[config.mk]
export PLATFORM = sky130hd
export DESIGN_NAME = mem_port_arbiter
export DESIGN_NICKNAME = d
export VERILOG_FILES = /design/src/rtl/mem_arb_pkg.sv /design/src/rtl/starve_counter.sv /design/src/rtl/mem_port_arbiter.sv
export SDC_FILE = /design/constraint.sdc
export NUM_CORES = 1
export LEC_CHECK = 0
export CAP_MARGIN = 30
export CORE_MARGIN = 2
export CORE_UTILIZATION = 37
export DETAILED_ROUTE_END_ITERATION = 7
export GPL_TIMING_DRIVEN = 0
export PLACE_DENSITY = 0.75
export SYNTH_ARGS = -nofsm -noshare
export SYNTH_HDL_FRONTEND = slang
export SYNTH_SLANG_ARGS = --single-unit
[constraint.sdc]
create_clock -name clk -period 1.53 [get_ports clk]
set_input_delay 0.459 -clock clk [delete_from_list [all_inputs] [get_ports clk]]
set_output_delay 0.459 -clock clk [all_outputs]
set_load 0.03 [all_outputs]
[src/rtl/mem_arb_pkg.sv]
// mem_arb_pkg: shared state encodings and widths for the unified memory port arbiter.
package mem_arb_pkg;
    localparam int ADDR_W = 32;
    typedef enum logic [1:0] {
        ARB_IDLE      = 2'd0,
        ARB_SERVE_IF  = 2'd1,
        ARB_SERVE_MEM = 2'd2
    } arb_state_t;
endpackage

[src/rtl/starve_counter.sv]
// starve_counter: saturating count of MEM grants taken while a fetch was waiting.
module starve_counter #(
    parameter int W = 3
) (
    input  logic         clk,
    input  logic         reset,
    input  logic         inc,
    input  logic         clr,
    input  logic [W-1:0] limit,
    output logic         at_limit
);
    logic [W-1:0] cnt;
    always_ff @(posedge clk or negedge reset) begin
        if (!reset) cnt <= '0;
        else if (clr) cnt <= '0;
        else if (inc && cnt != limit) cnt <= cnt + 1'b1;
    end
    assign at_limit = cnt == limit;
endmodule

[src/rtl/mem_port_arbiter.sv]
// mem_port_arbiter: shares one RAM port between instruction fetch and data memory,
// MEM first, with a starvation bound that eventually forces a fetch grant.
module mem_port_arbiter
    import mem_arb_pkg::*;
#(
    parameter int STARVE_LIMIT = 4
) (
    input  logic              clk,
    input  logic              reset,
    input  logic              if_req,
    input  logic [ADDR_W-1:0] if_addr,
    output logic [31:0]       if_rdata,
    output logic              if_done,
    input  logic              mem_req,
    input  logic              mem_we,
    input  logic [ADDR_W-1:0] mem_addr,
    input  logic [31:0]       mem_wdata,
    output logic [31:0]       mem_rdata,
    output logic              mem_done,
    output logic              stall_if,
    output logic              stall_mem,
    output logic              ram_en,
    output logic              ram_we,
    output logic [ADDR_W-1:0] ram_addr,
    output logic [31:0]       ram_wdata,
    input  logic [31:0]       ram_rdata,
    input  logic              ram_ready
);
    localparam int CW = $clog2(STARVE_LIMIT + 1);
    arb_state_t state;
    logic if_ok, mem_ok, grant_if, grant_mem, at_limit, idle;
    // a requester whose done is showing still holds req for the finished access
    assign if_ok     = if_req & ~if_done;
    assign mem_ok    = mem_req & ~mem_done;
    assign idle      = state == ARB_IDLE;
    assign grant_if  = idle & if_ok & (~mem_ok | at_limit);
    assign grant_mem = idle & mem_ok & ~grant_if;
    assign stall_if  = if_req & ~if_done;
    assign stall_mem = mem_req & ~mem_done;
    starve_counter #(.W(CW)) u_starve (
        .clk      (clk),
        .reset    (reset),
        .inc      (grant_mem & if_req),
        .clr      (grant_if | (idle & ~if_req)),
        .limit    (CW'(STARVE_LIMIT)),
        .at_limit (at_limit)
    );
    always_ff @(posedge clk or negedge reset) begin
        if (!reset) begin
            state     <= ARB_IDLE;
            ram_en    <= 1'b0;
            ram_we    <= 1'b0;
            ram_addr  <= '0;
            ram_wdata <= '0;
            if_done   <= 1'b0;
            mem_done  <= 1'b0;
            if_rdata  <= '0;
            mem_rdata <= '0;
        end else begin
            if_done  <= 1'b0;
            mem_done <= 1'b0;
            case (state)
                ARB_IDLE: begin
                    if (grant_if) begin
                        state     <= ARB_SERVE_IF;
                        ram_en    <= 1'b1;
                        ram_we    <= 1'b0;
                        ram_addr  <= if_addr;
                        ram_wdata <= '0;
                    end else if (grant_mem) begin
                        state     <= ARB_SERVE_MEM;
                        ram_en    <= 1'b1;
                        ram_we    <= mem_we;
                        ram_addr  <= mem_addr;
                        ram_wdata <= mem_wdata;
                    end
                end
                ARB_SERVE_IF: if (ram_ready) begin
                    state    <= ARB_IDLE;
                    ram_en   <= 1'b0;
                    ram_we   <= 1'b0;
                    if_done  <= 1'b1;
                    if_rdata <= ram_rdata;
                end
                ARB_SERVE_MEM: if (ram_ready) begin
                    state    <= ARB_IDLE;
                    ram_en   <= 1'b0;
                    ram_we   <= 1'b0;
                    mem_done <= 1'b1;
                    if (!ram_we) mem_rdata <= ram_rdata;
                end
                default: state <= ARB_IDLE;
            endcase
        end
    end
endmodule
==> results of run 1 <==
-- power by group --
group	total, uW	switching (uW)	internal, uW
sequential	6290	952	5340
clock	4320	1520	2800
combinational	11300	6500	4820
-- critical path, cell delays in order, from the launching register on --
cell,delay [ns]
sky130_fd_sc_hd__dfrtp_1,0.41
sky130_fd_sc_hd__inv_2,0.10
sky130_fd_sc_hd__ha_4,0.16
sky130_fd_sc_hd__nand3b_1,0.12
sky130_fd_sc_hd__a21oi_4,0.16
sky130_fd_sc_hd__buf_12,0.17
sky130_fd_sc_hd__clkbuf_16,0.16
sky130_fd_sc_hd__mux2i_2,0.21
sky130_fd_sc_hd__a21oi_1,0.09
-- registers in the layout (all words and copies together) (netlist names) --
| register | cells |
|---|---|
| if_rdata | 32 |
| mem_rdata | 32 |
| ram_addr | 32 |
| ram_wdata | 32 |
| u_starve.cnt | 3 |
| state | 2 |
| if_done | 1 |
| mem_done | 1 |
| ram_en | 1 |
| ram_we | 1 |
-- final cells by class --
cell class	instances	area (um2)	share of cell area
Sequential cell	137	3430	0.359
Timing Repair Buffer	314	2640	0.276
Multi-Input combinational cell	230	2310	0.241
Clock buffer	20	457	0.0478
Buffer	24	298	0.0311
Tap cell	184	230	0.0241
Clock inverter	11	170	0.0178
Inverter	9	33.8	0.00353
-- worst max path at each step --
stage                    to  slack, ns  cells after the start
2_1_floorplan  ram_addr[10]       -0.1                      8
3_3_place_gp        if_done      -5.70                      1
3_5_place_dp       stall_if      -0.96                      3
4_1_cts        ram_addr[28]      -0.16                      9
5_1_grt        ram_addr[27]      -0.24                      8
6_report        ram_addr[7]      -0.17                      8
-- timing repair --
item | CTS | global route
endpoints found under the hold margin | 8 | 0
setup endpoints to repair | 259 | 133
resized for setup | 751 | 65
cloned | 4 | 9
setup buffers | 26 | 8
pin swaps | 6 | 6
hold buffers | 1 | 0
-- synthesized netlist by cell type, drive strengths merged, types with 2 or more instances --
| library cell | number |
|---|---|
| inv | 9 |
| nand2 | 5 |
| clkbuf | 3 |
| o21ai | 2 |
| ha | 6 |
| nor2 | 32 |
| nand2b | 2 |
| mux2 | 65 |
| o2bb2ai | 2 |
| mux2i | 34 |
| a22o | 33 |
| dfrtp | 137 |
| nor2b | 3 |
| buf | 22 |
| a21oi | 33 |
-- metrics by stage --
stage                     utilization  hold WS (ns)  power [uW]
after detailed placement        0.587         0.446       17400
final                           0.655         0.499       21900
after global placement          0.585         0.488       17100
after global routing            0.655         0.513       23000
after floorplan                     -         0.163       12600
after CTS                       0.625         0.501       21200
-- cell families (layout without fill, tap and decap cells) --
group / Yosys count / in the layout
DFF: 137 / 137
adders and majority gates: 6 / 6
muxes: 99 / 99
buffers and inverters: 34 / 378
AOI/OAI and AO/OA: 78 / 78
and+or+nand+nor: 47 / 47
-- layer usage --
metal / vias to the layer above / share of wire / track usage
met3: 41 / 0.061 / 0.0595
met4: 0 / 0.032 / 0.111
li1: 2087 / - / -
met2: 191 / 0.51 / 0.351
met1: 2291 / 0.39 / 0.230
met5: - / 0 / 0
==> out/metrics.cfg, run 1 <==
[synth]
yosys.area_share.simple = 0.0387
post_synth.cell_area_avg_um2 = 13.8
post_synth_instance_area_mm2 = 0.00553
synth.top_cell.area_share = 0.620
synth-seq-cells = 137
mux_cell_area_share_after_synthesis = 0.194
dominant_combinational_cell_family_by_area_after_synthesis = multiplexers
yosysWarningCount = 0
share_of_the_yosys_chip_area_belonging_to_registers = 0.620
post_synth_xor_area_fraction = 0
synth_cells = 401
post_synth_edffs = 0
post_synth_num_cell_types = 36
synth_area_leader_cell = sky130_fd_sc_hd__dfrtp_1
synth-compound-area-share = 0.102
asyncSetResetFlopFracSynth = 1.00
post_synth_net_total = 541
synthAdderAreaFrac = 0.0136
ys_dominant_reg_cell = sky130_fd_sc_hd__dfrtp_1
netlist_top_cells_area = sky130_fd_sc_hd__dfrtp_1, sky130_fd_sc_hd__mux2_2, sky130_fd_sc_hd__mux2i_1

[critical_path]
worstSetupEndpointType = register
regToRegSetupSlack_ns = -0.17
crit_type = register to register
required_ns = 1.82
timing.critical_path.from = state[1]
arrival_ns = 2.00
path_max_fanout = 8
worst_r2r_path_depth = 8
worst_r2r_endpoint = ram_addr[7]
timing.rr.start = state[1]
sort_of_element_at_the_start_of_the_critical_path = register

[placed_design]
place.detailed.instances = 853
gp_routability_congestion = 0.806
post_dp_cell_area_mm2 = 0.00857
port_buffers = 267
preCtsSetupSlack_ns = -0.957
detailed_place_hpwl_um = 11500

[grt]
track_usage = 0.205
global_route_wire_length_before_repair_um = 25600
antenna_found_initial = 0
grt_max_degree = 83
grt.overflow.total = 0
first_global_vias = 4827

[pwr]
vdd_ir_drop_max_v = 0.00100
cellPowerDensity_mw_per_mm2 = 2290
total_leakage_power_uw = 0.00465

[worst_hold_path]
number_of_cells_traversed_by_the_worst_hold_path = 1
min_from = ram_wdata[10]
holdPathEnd = ram_wdata[10]
min_path_type = register to register

[sta]
post-route-period-util = 1.11
relSlewSlack = 0.694
worst_tran_pin_value_ns = 0.458
fin_ws_ns = -0.174
achievable-frequency_mhz = 587
shortest_clock_period_the_worst_path_allows_after_layout_ns = 1.70
rsz_0062_raised_after_global_routing = true
timing.setup.tns_ns = -10.17
timing_max_transition_violations_final = 0
fin_worst_skew_ns = 0.0101
final_setup_vio_count = 105
report.final.hold_viol_count = 0

[routing]
drt_wirelength_um = 17300
route.detailed.wl_per_inst_um = 18.6
route.antenna.remaining_nets = 0
drtIter0Drc = 201
pre_repair_dr_iteration_count = 4
via_count = 4610
detail_route.drc_violations = 0
routed_via_density = 4.96

[outcome]
run_status = finished with violations
failed_checks = setup timing

[die]
die-width_um = 126
fp.coreArea_mm2 = 0.0146
die_ar_mm2 = 0.0159
chipHeight_um = 126
top_level_pins = 268
floorplan.rows = 44
start_util = 0.379

[final_layout]
layout.cells.most_common = sky130_fd_sc_hd__dfrtp_1
layout-drive-gt1-share = 0.443
layout.cell_area.non_filler_mm2 = 0.00956
final_cell_mix = sky130_fd_sc_hd__dfrtp_1, sky130_fd_sc_hd__buf_2, sky130_fd_sc_hd__clkdlybuf4s50_1
fillerInstances = 1092
area_growth_syn_to_layout_pct = 73.0
final-instance-count-excl-fill = 929
final_net_count = 873
antenna_cells_inserted = 0

[clock_network]
htree_levels = 4
clock-root-buffer = sky130_fd_sc_hd__clkbuf_16
cts_buffers = 17
clk_pin_slew_worst_paths_ns = 0.06
clock_tree_from_tritoncts = yes
ctsLongestPathBuffers = 2
clock-sinks = 137
insertion_delay_ns = 0.42

[job]
max_cap_violations = 0

Power figures use the tool's default switching activity.
==> run 2: changes to the inputs <==
CORE_UTILIZATION = 35   (was 37)
PLACE_DENSITY = 0.72   (was 0.75)
==> out/metrics.cfg, run 2 (synthesized netlist as in run 1, its figures left out) <==
[outcome]
run_status = finished with violations
failed_checks = setup timing

[critical_path]
sort_of_element_at_the_start_of_the_critical_path = register
regToRegSetupSlack_ns = -0.19
timing.rr.start = state[0]
required_ns = 1.82
crit_type = register to register
worst_r2r_path_depth = 9
worst_r2r_endpoint = mem_rdata[2]
worstSetupEndpointType = register
path_max_fanout = 6
arrival_ns = 2.01

[worst_hold_path]
min_path_type = register to register
min_from = if_rdata[12]
number_of_cells_traversed_by_the_worst_hold_path = 1
holdPathEnd = if_rdata[12]

[die]
chipHeight_um = 130
top_level_pins = 268
die-width_um = 130
fp.coreArea_mm2 = 0.0153
floorplan.rows = 45
start_util = 0.361
die_ar_mm2 = 0.0168

[final_layout]
layout.area.seq_mm2 = 0.00343
final_net_count = 875
final_cell_mix = sky130_fd_sc_hd__dfrtp_1, sky130_fd_sc_hd__clkdlybuf4s50_1, sky130_fd_sc_hd__buf_2
area_growth_syn_to_layout_pct = 70.8
utilization = 0.616
layout-drive-gt1-share = 0.453
layout.cells.most_common = sky130_fd_sc_hd__dfrtp_1
multiInputGateArea_mm2 = 0.00221
antenna_cells_inserted = 0
final-instance-count-excl-fill = 959
fillerInstances = 1249

[sta]
shortest_clock_period_the_worst_path_allows_after_layout_ns = 1.72
worst_tran_pin_value_ns = 0.470
post-route-period-util = 1.12
report.final.hold_viol_count = 0
achievable-frequency_mhz = 582
fin_ws_ns = -0.189
final_setup_vio_count = 135
hold_slack_ns = 0.498
relSlewSlack = 0.687
rsz_0062_raised_after_global_routing = true
timing_max_transition_violations_final = 0
fin_worst_skew_ns = 0.00927

[pwr]
net-switching-power_uw = 8970
cellPowerDensity_mw_per_mm2 = 2250
vdd_ir_drop_max_v = 0.000804
total_leakage_power_uw = 0.00448
power_total_uw = 21200
swShare = 0.422
cellInternalPower_uw = 12300
power_frac_seq = 0.294
clock_power_share = 0.184
power.share.combinational = 0.522

[clock_network]
clock_tree_from_tritoncts = yes
clk_pin_slew_worst_paths_ns = 0.06
cts_buffers = 17
ctsLongestPathBuffers = 2
clock-root-buffer = sky130_fd_sc_hd__clkbuf_16
clock-sinks = 137
htree_levels = 4
insertion_delay_ns = 0.41

[routing]
route.antenna.remaining_nets = 0
drtIter0Drc = 118
routed_via_density = 4.76
pre_repair_dr_iteration_count = 4
detail_route.drc_violations = 0
via_count = 4562
route.detailed.wl_per_inst_um = 17.6
drt_wirelength_um = 16900

[grt]
global_route_wire_length_before_repair_um = 25100
antenna_found_initial = 0
track_usage = 0.196
first_global_vias = 4696
grt_max_degree = 94
grt.overflow.total = 0

[placed_design]
detailed_place_hpwl_um = 11700
gp_routability_congestion = 0.742
port_buffers = 267
place.detailed.instances = 880
preCtsSetupSlack_ns = -0.935

[job]
max_cap_violations = 0

-- run 2: cell types whose count changed in the layout (fill, tap and decap cells not counted), moves of 3 or more --
cell | before | now
sky130_fd_sc_hd__mux2_2 | 2 | 35
sky130_fd_sc_hd__clkinv_4 | 1 | 4
sky130_fd_sc_hd__buf_2 | 135 | 130
sky130_fd_sc_hd__buf_12 | 8 | 11
sky130_fd_sc_hd__bufinv_16 | 4 | 1
sky130_fd_sc_hd__nor2_2 | 0 | 5
sky130_fd_sc_hd__nand2_2 | 3 | 0
sky130_fd_sc_hd__nor2_1 | 32 | 27
sky130_fd_sc_hd__mux2_4 | 63 | 30
sky130_fd_sc_hd__nand2_4 | 0 | 3
sky130_fd_sc_hd__buf_4 | 24 | 29
sky130_fd_sc_hd__buf_6 | 19 | 25
-- run 2: timing repair --
action                     4_1_cts  5_1_grt
hold endpoints to repair        44        0
gates resized for setup        747       57
buffers inserted                24       17
setup endpoints to repair      259      135
hold buffers                     1        0
gates cloned                     3        6
pin swaps                        8       12
-- run 2: worst max-delay path: stages (launching register included) --
cell	delay [ns]
sky130_fd_sc_hd__dfrtp_1	0.39
sky130_fd_sc_hd__inv_2	0.09
sky130_fd_sc_hd__buf_6	0.11
sky130_fd_sc_hd__ha_4	0.11
sky130_fd_sc_hd__and2_4	0.15
sky130_fd_sc_hd__nand2b_4	0.06
sky130_fd_sc_hd__buf_12	0.15
sky130_fd_sc_hd__buf_12	0.13
sky130_fd_sc_hd__buf_8	0.13
sky130_fd_sc_hd__mux2_4	0.29
-- run 2: per-stage QoR --
| stage | TNS [ns] | area (um2) |
|---|---|---|
| after floorplan | -2.87 | 5640 |
| after global placement | -786.15 | 8570 |
| after detailed placement | -69.63 | 8600 |
| after CTS | -8.27 | 9090 |
| after global routing | -18.61 | 9440 |
| final | -12.49 | 9440 |
-- run 2: worst max path at each step --
| stage | from | endpoint | slack [ns] |
|---|---|---|---|
| global route | state[0] | mem_rdata[2] | -0.23 |
| CTS | state[0] | mem_rdata[28] | -0.18 |
| global placement | reset | if_done | -5.76 |
| finish | state[0] | mem_rdata[2] | -0.19 |
| detailed placement | if_req | stall_if | -0.94 |
| floorplan | state[0] | ram_addr[10] | -0.1 |
-- run 2: cell type report --
cell class,instances,share of cell area
multi-input combinational,230,0.234
inverter,9,0.00384
clock inverter,13,0.0127
timing repair buffer,317,0.278
sequential,137,0.363
clock buffer,19,0.0480
buffer,23,0.0326
tap,211,0.0280
-- run 2: per-layer routing --
metal	share of wire	up-vias	wire length, um	track usage
met3	0.058	30	986	0.0504
met4	0.026	0	446	0.0803
met5	0	-	0	0
li1	-	2107	-	-
met2	0.52	171	8730	0.338
met1	0.40	2254	6740	0.233
-- run 2: power by group through the flow --
stage / Clock [uW] / Sequential (uW) / Combinational, uW
finish: 3910 / 6240 / 11100
global route: 4160 / 6440 / 11700
CTS: 4020 / 6220 / 10600
detailed placement: 0 / 6310 / 11100
global placement: 0 / 6220 / 10900
floorplan: 0 / 9540 / 3050
==> run 3: changes to the inputs <==
PLACE_DENSITY = 0.82   (was 0.72)
==> out/metrics.cfg, run 3 (synthesized netlist as in run 1, its figures left out) <==
[routing]
route.detailed.wl_per_inst_um = 18.0
drtIter0Drc = 164
routed_via_density = 4.78
via_count = 4528
pre_repair_dr_iteration_count = 4
drt_wirelength_um = 17100
route.antenna.remaining_nets = 0
detail_route.drc_violations = 0

[die]
chipHeight_um = 130
die-width_um = 130
start_util = 0.361
floorplan.rows = 45
fp.coreArea_mm2 = 0.0153
die_ar_mm2 = 0.0168
top_level_pins = 268

[critical_path]
critical_path.top_delay_family = buffers and inverters
arrival_ns = 1.97
worst_r2r_path_depth = 8
sort_of_element_at_the_start_of_the_critical_path = primary input
crit_type = primary input to register
path_max_fanout = 7
cp_slowest_cell = sky130_fd_sc_hd__clkdlybuf4s50_1
worstSetupEndpointType = register
critical_path_cell_count = 6
worst-path-buf-inv = 3
path_cells = clkdlybuf4s50_1 > and2_4 > nand2b_4 > buf_12 > clkbuf_16 > mux2_4
required_ns = 1.82
timing.critical_path.slowest_cell_delay_ns = 0.63

[pwr]
total_leakage_power_uw = 0.00457
swShare = 0.412
power_frac_seq = 0.290
cellPowerDensity_mw_per_mm2 = 2290
vdd_ir_drop_max_v = 0.000949
cellInternalPower_uw = 12800
power.share.combinational = 0.504
net-switching-power_uw = 8950
clock_power_share = 0.207

[sta]
worst_tran_pin_value_ns = 0.509
shortest_clock_period_the_worst_path_allows_after_layout_ns = 1.68
hold_slack_ns = -0.00450
relSlewSlack = 0.661
post-route-period-util = 1.10
report.final.hold_viol_count = 2
rsz_0062_raised_after_global_routing = true
achievable-frequency_mhz = 596
fin_worst_skew_ns = 0.00738
timing_max_transition_violations_final = 0
final_setup_vio_count = 124
fin_ws_ns = -0.147

[final_layout]
final_net_count = 863
layout.cells.most_common = sky130_fd_sc_hd__buf_2
layout-drive-gt1-share = 0.440
layout.cell_area.non_filler_mm2 = 0.00949
final_cell_mix = sky130_fd_sc_hd__buf_2, sky130_fd_sc_hd__dfrtp_1, sky130_fd_sc_hd__clkdlybuf4s50_1
antenna_cells_inserted = 0
utilization = 0.620
area_growth_syn_to_layout_pct = 71.7

[grt]
first_global_vias = 4778
global_route_wire_length_before_repair_um = 25200
antenna_found_initial = 0
grt.overflow.total = 0
grt_max_degree = 84
track_usage = 0.194

[clock_network]
clock-root-buffer = sky130_fd_sc_hd__clkbuf_16
clock_tree_from_tritoncts = yes
htree_levels = 4
ctsLongestPathBuffers = 2
clock-sinks = 137
clk_pin_slew_worst_paths_ns = 0.06
cts_hold_repair.buffers = 0
cts_buffers = 17
insertion_delay_ns = 0.41

[worst_hold_path]
min_path_type = primary input to async pin

[placed_design]
post_dp_cell_area_mm2 = 0.00860
detailed_place_hpwl_um = 11500
port_buffers = 267
gp_routability_congestion = 0.757

[job]
max_cap_violations = 0

[outcome]
failed_checks = hold timing, setup timing
run_status = finished with violations

[run 3: cell count changes in the layout (fill, tap and decap cells not counted), moves of 6 or more]
| cell | before | now |
|---|---|---|
| sky130_fd_sc_hd__buf_6 | 25 | 18 |
| sky130_fd_sc_hd__buf_4 | 29 | 20 |
| sky130_fd_sc_hd__buf_8 | 6 | 0 |
| sky130_fd_sc_hd__buf_2 | 130 | 137 |
| sky130_fd_sc_hd__mux2_4 | 30 | 57 |
| sky130_fd_sc_hd__mux2_2 | 35 | 8 |
[run 3: what timing repair did]
action | CTS | global route
buffers inserted | 19 | 11
endpoints found under the setup margin | 259 | 130
gates resized for setup | 731 | 84
cloned | 3 | 8
pin swaps | 6 | 6
[run 3: area by class of cell]
type,instances,area (um2)
plain buffers,22,267
clock buffers,17,425
clock inverters,15,223
fillers,1223,5830
inverters,9,33.8
multi-input cells,230,2330
flip-flops and latches,137,3430
well taps,211,264
repair buffers,306,2520
[run 3: final timing paths]
check / start / endpoint / slack, ns
max: ram_ready / mem_rdata[19] / -0.15
min: reset / ram_wdata[18] / -0.005
max reg2reg: u_starve.cnt[1] / ram_addr[18] / -0.13
min reg2reg: ram_wdata[22] / ram_wdata[22] / 0.50
max in group asynchronous: reset / if_done / 0.75
min in group clk: ram_wdata[22] / ram_wdata[22] / 0.50
[run 3: per-stage QoR]
stage	setup TNS [ns]	setup WS (ns)	total power, uW	instances
final	-10.34	-0.147	21700	947
after global routing	-18.88	-0.246	22800	947
after floorplan	-2.87	-0.0970	12600	401
after detailed placement	-72.75	-0.948	17400	880
after CTS	-10.65	-0.162	21000	933
after global placement	-771.36	-5.61	17000	879
[run 3: power by group through the flow]
stage	registers, uW	logic [uW]	clock network [uW]
finish	6300	10900	4490
floorplan	9540	3050	0
detailed placement	6330	11000	0
global route	6490	11500	4740
global placement	6210	10800	0
CTS	6250	10200	4550
[run 3: per-layer routing]
layer	share of wire	up-vias	routed length, um	track usage
li1	-	2077	-	-
met1	0.41	2253	6940	0.234
met2	0.51	174	8740	0.334
met4	0.018	0	303	0.0677
met5	0	-	0	0
met3	0.063	24	1080	0.0549
[run 3: worst reg2reg max path, stage by stage, from the launching register on]
cell,delay [ns]
sky130_fd_sc_hd__dfrtp_1,0.40
sky130_fd_sc_hd__inv_1,0.12
sky130_fd_sc_hd__ha_4,0.17
sky130_fd_sc_hd__nand2_4,0.07
sky130_fd_sc_hd__a21oi_4,0.15
sky130_fd_sc_hd__buf_12,0.16
sky130_fd_sc_hd__buf_12,0.15
sky130_fd_sc_hd__mux2i_1,0.22
sky130_fd_sc_hd__a21oi_1,0.09
